==> src/rtl/mux_rr_n.sv <==
// mux_rr_n: N:1 flit multiplexer that locks the output to one input for a whole packet
// (HEAD..TAIL), with round-robin or external-select arbitration and a registered output.
module mux_rr_n #(
   parameter int N       = 4,
   parameter int DATAW   = 66,
   parameter int VCHW    = 2,
   parameter int PSELW   = $clog2(N),
   parameter bit RR_MODE = 1'b1,
   parameter int CNTW    = 16
) (
   input  logic                clk,
   input  logic                rst_,
   input  logic [N*DATAW-1:0]  idata,
   input  logic [N-1:0]        ivalid,
   input  logic [N*VCHW-1:0]   ivch,
   output logic [N-1:0]        iready,
   input  logic [PSELW-1:0]    sel,
   output logic [DATAW-1:0]    odata,
   output logic                ovalid,
   output logic [VCHW-1:0]     ovch,
   input  logic                oready,
   input  logic                cnt_clr,
   output logic [CNTW-1:0]     fcount,
   output logic                oerr,
   output logic                dbg_state,
   output logic [PSELW-1:0]    dbg_grant
);

   // Handshake: a flit moves on a port in any cycle where its valid and ready are both
   // high at the rising edge; ready never depends on a flit that has not been offered.

   localparam logic [1:0] T_NONE = 2'b00;
   localparam logic [1:0] T_HEAD = 2'b01;
   localparam logic [1:0] T_TAIL = 2'b10;
   localparam logic [PSELW-1:0] LAST_RST = PSELW'(N - 1);

   typedef enum logic {
      IDLE = 1'b0,
      LOCK = 1'b1
   } state_t;

   state_t            state, state_nxt;
   logic [PSELW-1:0]  grant, grant_nxt;
   logic [PSELW-1:0]  last, last_nxt;
   logic              first, first_nxt;
   logic              err_evt;

   logic [N-1:0]      elig;
   logic              arb_hit;
   logic [PSELW-1:0]  arb_port;

   logic              g_valid;
   logic [DATAW-1:0]  g_data;
   logic [VCHW-1:0]   g_vch;
   logic [1:0]        g_type;
   logic              take;

   always_comb begin
      elig = '0;
      for (int k = 0; k < N; k++) begin
         elig[k] = ivalid[k] & (idata[k*DATAW + DATAW - 2 +: 2] == T_HEAD);
      end
   end

   // Round-robin scans last+1, last+2, ... so the most recent winner has lowest priority.
   always_comb begin
      arb_hit  = 1'b0;
      arb_port = '0;
      if (RR_MODE) begin
         for (int i = 1; i <= N; i++) begin
            for (int k = 0; k < N; k++) begin
               if (!arb_hit && (k == (int'(last) + i) % N) && elig[k]) begin
                  arb_hit  = 1'b1;
                  arb_port = PSELW'(k);
               end
            end
         end
      end else begin
         for (int k = 0; k < N; k++) begin
            if ((sel == PSELW'(k)) && elig[k]) begin
               arb_hit  = 1'b1;
               arb_port = PSELW'(k);
            end
         end
      end
   end

   always_comb begin
      g_valid = 1'b0;
      g_data  = '0;
      g_vch   = '0;
      for (int k = 0; k < N; k++) begin
         if (grant == PSELW'(k)) begin
            g_valid = ivalid[k];
            g_data  = idata[k*DATAW +: DATAW];
            g_vch   = ivch[k*VCHW +: VCHW];
         end
      end
   end

   assign g_type = g_data[DATAW-1 -: 2];
   assign take   = (state == LOCK) & g_valid & (~ovalid | oready);

   always_comb begin
      iready = '0;
      for (int k = 0; k < N; k++) begin
         iready[k] = take & (grant == PSELW'(k));
      end
   end

   always_comb begin
      state_nxt = state;
      grant_nxt = grant;
      last_nxt  = last;
      first_nxt = first;
      err_evt   = 1'b0;
      case (state)
         IDLE: begin
            if (arb_hit) begin
               state_nxt = LOCK;
               grant_nxt = arb_port;
               first_nxt = 1'b1;
            end
         end
         LOCK: begin
            if (take) begin
               first_nxt = 1'b0;
               if ((g_type == T_NONE) || ((g_type == T_HEAD) && !first)) begin
                  err_evt = 1'b1;
               end
               if (g_type == T_TAIL) begin
                  state_nxt = IDLE;
                  last_nxt  = grant;
               end
            end
         end
         default: state_nxt = IDLE;
      endcase
   end

   always_ff @(posedge clk or negedge rst_) begin
      if (!rst_) begin
         state <= IDLE;
         grant <= '0;
         last  <= LAST_RST;
         first <= 1'b0;
      end else begin
         state <= state_nxt;
         grant <= grant_nxt;
         last  <= last_nxt;
         first <= first_nxt;
      end
   end

   // A consume always reloads the register, even when the held flit leaves this same edge.
   always_ff @(posedge clk or negedge rst_) begin
      if (!rst_) begin
         ovalid <= 1'b0;
         odata  <= '0;
         ovch   <= '0;
      end else if (take) begin
         ovalid <= 1'b1;
         odata  <= g_data;
         ovch   <= g_vch;
      end else if (oready) begin
         ovalid <= 1'b0;
      end
   end

   always_ff @(posedge clk or negedge rst_) begin
      if (!rst_) begin
         fcount <= '0;
      end else if (cnt_clr) begin
         fcount <= '0;
      end else if (ovalid && oready && (fcount != '1)) begin
         fcount <= fcount + CNTW'(1);
      end
   end

   always_ff @(posedge clk or negedge rst_) begin
      if (!rst_) begin
         oerr <= 1'b0;
      end else if (err_evt) begin
         oerr <= 1'b1;
      end
   end

   assign dbg_state = (state == LOCK);
   assign dbg_grant = grant;

endmodule

==> config.mk <==
export PLATFORM = sky130hd
export DESIGN_NAME = mux_rr_n
export DESIGN_NICKNAME = d
export VERILOG_FILES = /design/src/rtl/mux_rr_n.sv
export SDC_FILE = /design/constraint.sdc
export NUM_CORES = 1
export LEC_CHECK = 0
export ABC_AREA = 1
export BUFFER_PORTS_ARGS = -buffer_cell sky130_fd_sc_hd__buf_2
export CAP_MARGIN = 40
export CELL_PAD_IN_SITES_DETAIL_PLACEMENT = 1
export CELL_PAD_IN_SITES_GLOBAL_PLACEMENT = 2
export CORE_MARGIN = 5
export CORE_UTILIZATION = 21
export CTS_CLUSTER_DIAMETER = 200
export DETAILED_ROUTE_END_ITERATION = 7
export PLACE_DENSITY_LB_ADDON = 0.3
export SLEW_MARGIN = 20
export SYNTH_ARGS = -nofsm -noshare
export SYNTH_HDL_FRONTEND = slang
export SYNTH_SLANG_ARGS = --single-unit
==> constraint.sdc <==
create_clock -name clk -period 2.25 [get_ports clk]
set_clock_uncertainty 0.05 [all_clocks]
set_input_delay 0.1125 -clock clk [delete_from_list [all_inputs] [get_ports clk]]
set_output_delay 0.1125 -clock clk [all_outputs]
set_load 0.02 [all_outputs]
==> impl_metrics.tcl <==
set metrics [dict create \
    top_count_cell_post_synth "nand2_1" \
    cts_max_path_buffers 2 \
    timing.final.crit_share 0.959 \
    clkTransAtPathRegs_ps 70 \
    worst_ep_required_time_ps 2090 \
    period_minus_slack_ps 2160 \
    critical-path-slowest-cell "dfrtp_2" \
    postSynthCellCount 828 \
    worstReg2RegEnd "dbg_grant[1]$_DFFE_PN0P_" \
    slew_headroom 0.627 \
    yosys_register_bits 92 \
    critPathTopFamily "buffers and inverters" \
    fmax_mhz 463 \
    ff2ff_path_depth 13 \
    status "completed" \
    cts.root.buffer_cell "clkbuf_16" \
    detailed_place.area_um2 8030 \
    power_leakage_nw 4.52 \
    drt.antenna.violating_nets 0 \
    report.power.total_mw 11.4 \
    ioPinCount 375 \
    fin_area_um2 8520 \
    cts_tree "yes" \
    die_height_um 175 \
    netlist_top_cells_count "nand2_1, nand3_1, dfrtp_1, o21ai_0, inv_1" \
    routed-wl-met2_mm 14.1 \
    ys_async_sr_fraction 1.00 \
    netlist.area_leader.share 0.394 \
    worstPathCellList "buf_6, o21ai_0, o221ai_2, nand2_1, nand3_4, buf_16, nor2_2, buf_2" \
    remaining_drc_errors 0 \
    yosys_most_used_dff "dfrtp_1" \
    final_layout_size_suffix_gt1_frac 0.378 \
    synth_nets 1111 \
    floorplan.initialDensity 0.213 \
    worst_hold_path_type "in2reg" \
    cts_num_sinks 92 \
    worst_path_max_fanout 25 \
    hold_viol_final 0 \
    synth_edf_count 0 \
    worst_path_largest_cell_delay_ps 470 \
    worstHoldPathCells 3 \
    yosys-top-cells-area "dfrtp_1, nand2_1, nand3_1, o21ai_0, nand4_1" \
    end_kind "output pin" \
    htreeDepth 3 \
    drv.max_cap_violation_count 0 \
    route.top_layer_used "met5" \
    slew_viol_final 0 \
    critPathCapture "iready[3]" \
    crit_path_start_kind "flip-flop" \
    critical_path_depth 8 \
    avgSynthCellArea_um2 6.90 \
    critPathBufInv 3 \
    layout.nets 1475 \
    cp-startpoint "dbg_grant[0]$_DFFE_PN0P_" \
    globalRoute.totalOverflow 0 \
    synth-warning-count 0 \
    num_rows 60 \
    grt_util_all_layers 0.182 \
    powerDensity_nw_per_um2 1340 \
    fp.dieArea_um2 30600 \
    via_per_inst 4.65 \
    crit_type "reg2out" \
    antenna_found_initial 6 \
    crit-reg2reg-launch "last[1]$_DFFE_PN1P_" \
    place_hpwl_mm 21.6 \
    slew_of_the_pin_with_the_lowest_slew_margin_ps 560 \
    die-width_um 175 \
    yosysSeqAreaShare 0.403 \
    synth_cell_types 36 \
    place_congestion 0.823 \
    r2r_slack_ps 140 \
    vias 7164 \
    drt-total-wl_mm 28.7 \
    worstPathArrival_ps 2000 \
    route.layer.met1.wl_mm 12.4 \
    grt_max_degree 69 \
    peakVddDrop_v 0.000770 \
    wl_per_cell_um 18.6 \
    syn_to_final_growth_pct 49.0 \
    clk_latency_worst_skew_pair_ps 340 \
    io_buffer_count 372 \
    grt_pass1_vias 7635 \
    grt_first_pass_wirelength_mm 44.0 \
    met3RoutedLength_mm 1.69 \
    report.final.setup_viol 0 \
    syn_area_um2 5720 \
    core_box_area_um2 26900 \
    cts_inserted_buffers 9 \
    drt_iter0_drc 324 \
    dr.pass1.iters 4 \
    synth_largest_area_cell "dfrtp_1" \
]
## stage by stage
stage / setup TNS, ps / std cells / setup slack [ps] / util / hold slack [ps]
floorplan: 0 / 828 / 317 / - / -233
CTS: 0 / 1533 / 14.0 / 0.314 / 5.07
detailed placement: 0 / 1511 / 45.6 / 0.299 / 9.28
global placement: 0 / 1511 / 46.9 / 0.299 / 8.39
global route: -81.3 / 1541 / -19.5 / 0.317 / 31.7
finish: 0 / 1542 / 92.0 / 0.317 / 22.0
## power breakdown
| part | leakage (nW) | switching, mW | internal, mW |
|---|---|---|---|
| Combinational | 3.22 | 4.64 | 2.44 |
| Clock | 0.139 | 0.672 | 0.858 |
| Sequential | 1.16 | 0.407 | 2.37 |
## registers in the layout (all words and copies together) (netlist names)
| register | count |
|---|---|
| odata | 66 |
| fcount | 16 |
| dbg_grant | 2 |
| last | 2 |
| ovch | 2 |
| dbg_state | 1 |
| first | 1 |
| oerr | 1 |
| ovalid | 1 |
## final cells by class
class	count	area, um^2
Timing Repair Buffer	406	2250
Fill cell	3488	18400
Multi-Input combinational cell	640	3070
Clock buffer	11	233
Clock inverter	5	52.6
Sequential cell	92	2310
Antenna cell	4	10.0
Inverter	43	164
Tap cell	341	427
## cells in the final DEF, fill, tap and decap left out, drive strengths merged, types with 2 or more instances in the layout
cell type	Yosys	layout
buf	27	402
nand2	340	340
nand3	99	99
dfrtp	90	90
o21ai	56	56
inv	43	43
nand4	38	38
nor2	37	37
a221oi	27	27
a21oi	17	17
clkbuf	26	11
nor3	8	8
diode	0	4
o31ai	3	3
clkinv	0	3
nor4	2	2
xor2	2	2
a211oi	2	2
bufbuf	0	2
dlygate4sd3	0	2
dfstp	2	2
## timing repair
action	CTS	global route
hold buffers	2	0
pin swaps	0	4
cloned	2	0
gates resized for setup	3	12
endpoints found under the hold margin	27	0
setup buffers	2	5
setup endpoints to repair	4	28
## per-layer routing
metal | vias to the layer above | GRT usage
met5 | - | 0
met1 | 3398 | 0.230
li1 | 3508 | -
met3 | 33 | 0.0437
met4 | 6 | 0.0471
met2 | 219 | 0.313
## how the worst min path moves through the flow
stage | start | slack [ps] | to
5_1_grt | idata[235] | 30 | odata[37]$_DFFE_PN0P_
4_1_cts | idata[247] | 5 | odata[49]$_DFFE_PN0P_
2_1_floorplan | rst_ | -230 | dbg_grant[0]$_DFFE_PN0P_
6_report | idata[192] | 20 | odata[60]$_DFFE_PN0P_
3_3_place_gp | rst_ | 8 | odata[37]$_DFFE_PN0P_
3_5_place_dp | rst_ | 9 | odata[37]$_DFFE_PN0P_
## cells by family after synthesis
logic type      Yosys count  share of synthesized area
simple gates            528                      0.406
compound gates          108                      0.116
buf+inv                  96                     0.0685
flops                    92                      0.403
xor+xnor                  3                    0.00460
fa+ha+maj                 1                    0.00219
## tightest hold or removal path, stage by stage
cell	delay, ps
buf_2	70
a221oi_1	60
o21ai_0	140
Note: power is estimated with default switching activity, not from simulation.
